### config.mk
export PLATFORM = sky130hd
export DESIGN_NAME = mem_wb_stage
export DESIGN_NICKNAME = d
export VERILOG_FILES = /design/src/rtl/mem_wb_stage.sv
export SDC_FILE = /design/constraint.sdc
export NUM_CORES = 1
export LEC_CHECK = 0
export ABC_CLOCK_PERIOD_IN_PS = 5190
export BUFFER_PORTS_ARGS = -buffer_cell sky130_fd_sc_hd__buf_2
export CAP_MARGIN = 25
export CORE_ASPECT_RATIO = 0.9
export CORE_UTILIZATION = 52
export DETAILED_ROUTE_END_ITERATION = 10
export GPL_ROUTABILITY_DRIVEN = 0
export GPL_TIMING_DRIVEN = 0
export MAX_ROUTING_LAYER = met4
export PLACE_DENSITY = 0.85
export SKIP_LAST_GASP = 1
export SYNTH_ARGS = -nofsm -noshare
export SYNTH_HDL_FRONTEND = slang
export SYNTH_SLANG_ARGS = --single-unit
### constraint.sdc
create_clock -name clk -period 5.19 [get_ports clk]
set_input_delay 0.2595 -clock clk [delete_from_list [all_inputs] [get_ports clk]]
set_output_delay 0.2595 -clock clk [all_outputs]
set_load 0.02 [all_outputs]
### src/rtl/mem_wb_stage.sv
// MEM/WB pipeline register with write-back value selection, sub-word load extraction
// and a retired-instruction counter.
module mem_wb_stage (
    input  logic        clk,
    input  logic        reset,
    input  logic        iStall,
    input  logic        iFlush,
    input  logic        iValid,
    input  logic [31:0] iResult,
    input  logic [31:0] iReadData,
    input  logic [31:0] iControlSignal,
    input  logic [4:0]  iRegAddress,
    input  logic [31:0] iPC_plus_4,
    output logic [31:0] oControlSignal,
    output logic        oValid,
    output logic        oRegWrite,
    output logic [4:0]  oWriteAddr,
    output logic [31:0] oWriteData,
    output logic [31:0] oRetireCount
);

    localparam logic [1:0] MemtoRegAlu  = 2'b00;
    localparam logic [1:0] MemtoRegLoad = 2'b01;
    localparam logic [1:0] MemtoRegLink = 2'b10;

    localparam logic [1:0] LoadSizeHalf = 2'b01;
    localparam logic [1:0] LoadSizeByte = 2'b10;

    logic        validReg;
    logic [31:0] controlReg;
    logic [31:0] resultReg;
    logic [31:0] rdataReg;
    logic [31:0] pc4Reg;
    logic [4:0]  regAddrReg;
    logic [31:0] retireCountReg;

    logic        retireEnable;
    logic        regWriteBit;
    logic [1:0]  memtoReg;
    logic [1:0]  loadSize;
    logic        loadUnsigned;
    logic [7:0]  loadByte;
    logic [15:0] loadHalf;
    logic [31:0] loadData;

    // The WB instruction departs on a normal advance or when a flush replaces it.
    assign retireEnable = validReg & (iFlush | ~iStall);

    always_ff @(posedge clk or posedge reset) begin
        if (reset) begin
            validReg       <= 1'b0;
            controlReg     <= 32'd0;
            resultReg      <= 32'd0;
            rdataReg       <= 32'd0;
            pc4Reg         <= 32'd0;
            regAddrReg     <= 5'd0;
            retireCountReg <= 32'd0;
        end else begin
            if (retireEnable) begin
                retireCountReg <= retireCountReg + 32'd1;
            end
            if (iFlush) begin
                validReg   <= 1'b0;
                controlReg <= 32'd0;
                resultReg  <= 32'd0;
                rdataReg   <= 32'd0;
                pc4Reg     <= 32'd0;
                regAddrReg <= 5'd0;
            end else if (!iStall) begin
                validReg   <= iValid;
                controlReg <= iControlSignal;
                resultReg  <= iResult;
                rdataReg   <= iReadData;
                pc4Reg     <= iPC_plus_4;
                regAddrReg <= iRegAddress;
            end
        end
    end

    assign regWriteBit  = controlReg[13];
    assign memtoReg     = controlReg[15:14];
    assign loadSize     = controlReg[17:16];
    assign loadUnsigned = controlReg[18];

    always_comb begin
        loadByte = 8'd0;
        unique case (resultReg[1:0])
            2'b00: loadByte = rdataReg[7:0];
            2'b01: loadByte = rdataReg[15:8];
            2'b10: loadByte = rdataReg[23:16];
            2'b11: loadByte = rdataReg[31:24];
            default: loadByte = 8'd0;
        endcase
    end

    // Halfword alignment trusts result[1] only; odd addresses are not trapped here.
    assign loadHalf = resultReg[1] ? rdataReg[31:16] : rdataReg[15:0];

    always_comb begin
        loadData = rdataReg;
        if (loadSize == LoadSizeByte) begin
            loadData = {{24{~loadUnsigned & loadByte[7]}}, loadByte};
        end else if (loadSize == LoadSizeHalf) begin
            loadData = {{16{~loadUnsigned & loadHalf[15]}}, loadHalf};
        end
    end

    always_comb begin
        oWriteData = resultReg;
        case (memtoReg)
            MemtoRegAlu:  oWriteData = resultReg;
            MemtoRegLoad: oWriteData = loadData;
            MemtoRegLink: oWriteData = pc4Reg;
            default:      oWriteData = resultReg;
        endcase
    end

    assign oRegWrite      = validReg & regWriteBit & (regAddrReg != 5'd0);
    assign oWriteAddr     = regAddrReg;
    assign oControlSignal = controlReg;
    assign oValid         = validReg;
    assign oRetireCount   = retireCountReg;

endmodule
==> flow_summary.ini <==
[yosys]
synth-seq-cells = 166
synth_cells = 812
post-synth-top-area-cell = dfrtp_1
postSynthAreaPerCell_um2 = 10.01
netlist_area_um2 = 8132
synthTopCellsByArea = dfrtp_1, mux2i_1, nor2_1
yosysSeqAreaShare_pct = 51.08
synth_enable_flop_cells = 0
ys_warn_count = 0
postSynthNetCount = 953
synth_async_sr_flop_share_pct = 100.0
yosys_most_used_dff = dfrtp_1
synth.top_cell.area_share_pct = 51.08
synth_cell_types = 38

[layout]
design_area_um2 = 10210
synthToLayoutAreaGrowth_pct = 25.60
fillers = 1148
finalNetCount = 1212
post_route_cells_drive_above_1_share_pct = 26.66
final_cell_count_no_fill = 1286

[global_routing]
grt_first_pass_wirelength_um = 36340
number_of_global_route_vias_before_repair = 6990
grt_start_max_net_pins = 89
grt_antenna_before_repair = 3
grtUsageTotal_pct = 30.47
gr-total-overflow = 0

[clock_tree]
cts_num_sinks = 166
ctsLongestPathBuffers = 2
cts_made_buffers = 17
clk_pin_slew_ns = 0.07
clock_tree.htree_level_count = 4
cts.root.buffer_cell = clkbuf_16
tritoncts = yes
post-cts-setup-buffers = 0
clk-insertion-delay-late_ns = 0.42

[setup_path]
crit_fanout = 10
timing.critical_path.required_ns = 4.93
crit_path_cell_trace = clkbuf_1, nor2b_1, clkbuf_1, o21ai_0, nand3_1, clkbuf_1, o211ai_1, buf_2
timing.critical_path.arrival_ns = 2.77
critPathCaptureType = output pin
worst-setup-path-type = reg -> out
crit_path_frequent_cell = clkbuf_1
start_kind = flop
ff2ff_setup_slack_ns = 3.00
critical-path-max-stage-delay_ns = 0.38
critical-path-slowest-cell = clkbuf_1

[place]
dp_hpwl_um = 17450
setup_slack_at_placement_ns = 2.686
buffer_ports.inserted = 238
dpl_cell_area_um2 = 9605
dp_cells = 1249

[timing]
slew_limit_headroom_pct = 45.67
timing.setup.tns_ns = 0
final_period_minus_worst_setup_slack_ns = 3.025
clock-skew-final_ns = 0.01016
timing.final.crit_share_pct = 58.29
hold_viol_final = 0
fmax_ghz = 0.3306
rsz0062_at_grt = no
timing_worst_slew_pin_value_ns = 0.8150
maxSlewViolCount = 0
setup_slack_ns = 2.165
setup-violations-final = 0

[floorplanning]
cell_rows = 42
core_um2 = 14980
num_io_pins = 241
die-width_um = 133.8
die_height_um = 120.6
die-area_um2 = 16140
floorplan.initialDensity_pct = 54.29

[drt]
postRouteWirelength_um = 23550
postRouteAntennaNets = 0
drt_first_pass_iters = 5
dr_total_vias = 7242
remaining_drc_errors = 0
vias_per_cell = 5.631
dr.first_iter.drc_count = 683
wire_per_inst_um = 18.31

[pwr]
p_leak_nw = 5.327
powerDensity_nw_per_um2 = 318.3
report.power.total_w = 0.003251
peak_ir_drop_on_the_vdd_network_mv = 0.3177

[outcome]
outcome = complete, no violations

[flow_run]
drv.max_cap_violation_count = 0

[hold_path]
hold_path_class = in -> reg
-- layout make-up --
type	instances	area (um2)	share of cell area, %
antenna	4	10.01	0.09800
multi-input combinational	571	3676	35.99
buffer	56	230.2	2.254
sequential	166	4154	40.67
inverter	19	78.83	0.7718
tap	198	247.7	2.426
clock buffer	19	442.9	4.337
clock inverter	13	145.1	1.421
timing repair buffer	240	1229	12.03
-- power breakdown --
part           internal (W)  total (W)  switching (W)  leakage (nW)
Sequential          0.00137    0.00145      0.0000756          2.21
Clock              0.000728    0.00126       0.000534         0.292
Combinational      0.000206   0.000543       0.000337          2.83
-- worst max-delay path, delay by kind of cell, from the launching register on --
family / cells / cell delay, ns
buf+inv: 4 / 1.24
flops: 1 / 0.34
simple gates: 2 / 0.43
compound gates: 2 / 0.35
-- cells in the final DEF, fill, tap and decap left out, types with 3 or more instances in the layout --
cell type / n
buf_1: 6
nand2b_1: 6
clkbuf_16: 17
and3_1: 3
a21oi_1: 40
nor3_1: 5
o22ai_1: 9
inv_6: 4
o21ai_0: 3
xnor2_1: 22
nor2_1: 192
clkbuf_1: 40
nand4_1: 8
mux2i_1: 144
clkinv_2: 3
a221oi_1: 9
diode_2: 4
nand2_1: 47
inv_1: 18
or3_1: 3
dfrtp_1: 166
buf_2: 248
nand3_1: 15
ha_1: 3
o221ai_1: 15
xor2_1: 10
o211ai_1: 15
clkinv_4: 4
and4_1: 3
-- kinds of logic (layout without fill, tap and decap cells) --
family | Yosys count | after routing | synth area share [%]
buffers and inverters | 75 | 347 | 3.708
DFF | 166 | 166 | 51.08
xor gates and xnor gates | 32 | 32 | 3.447
adders and majority gates | 3 | 3 | 0.4617
other | 0 | 4 | 0
muxes | 146 | 146 | 18.00
AOI/OAI and AO/OA | 95 | 95 | 7.755
and+or+nand+nor | 295 | 295 | 15.54
-- repair_timing --
| action | CTS | global route |
|---|---|---|
| resized for setup | 0 | 0 |
| hold buffers | 1 | 0 |
| endpoints found under the hold margin | 87 | 0 |
-- registers in the layout, summed over array words and instances, names as in the netlist --
register,flops
oControlSignal,32
oRetireCount,32
pc4Reg,32
rdataReg,32
resultReg,32
oWriteAddr,5
oValid,1
-- synthesized netlist by cell type (3+ instances only) --
cell type / number
buf_1: 6
nand2b_1: 6
inv_1: 19
and3_1: 3
nor2_1: 192
buf_2: 10
nand3_1: 15
dfrtp_1: 166
nor3_1: 5
xor2_1: 10
o211ai_1: 15
and4_1: 3
o21ai_0: 3
clkbuf_1: 39
o221ai_1: 15
nand2_1: 47
a221oi_1: 9
mux2i_1: 144
xnor2_1: 22
nand4_1: 8
a21oi_1: 40
ha_1: 3
or3_1: 3
o22ai_1: 9
-- final timing paths --
kind                                    startpoint            endpoint  cells past startpoint
worst max-delay path            oControlSignal[16]      oWriteData[30]                      8
worst max register to register    oRetireCount[13]    oRetireCount[28]                      5
max in group asynchronous                    reset        rdataReg[27]                      4
worst min-delay path            iControlSignal[22]  oControlSignal[22]                      3
worst min register to register    oRetireCount[23]    oRetireCount[23]                      1
min in group asynchronous                    reset  oControlSignal[25]                      3
-- routing by layer --
| metal | vias up | GRT usage [%] | routed length, um |
|---|---|---|---|
| met5 | - | - | 0 |
| met4 | 0 | 12.71 | 843 |
| met3 | 55 | 6.038 | 1721 |
| met2 | 359 | 46.37 | 11140 |
| met1 | 3510 | 39.97 | 9851 |
| li1 | 3318 | - | - |
-- metrics by stage --
step	util [%]	hold WS [ns]
6_report	68.20	0.07156
5_1_grt	68.18	0.07082
4_1_cts	68.13	0.06343
3_5_place_dp	64.14	0.3948
3_3_place_gp	63.90	0.4580
2_1_floorplan	-	0.4125
No activity file was read; power rests on OpenSTA's default activity.
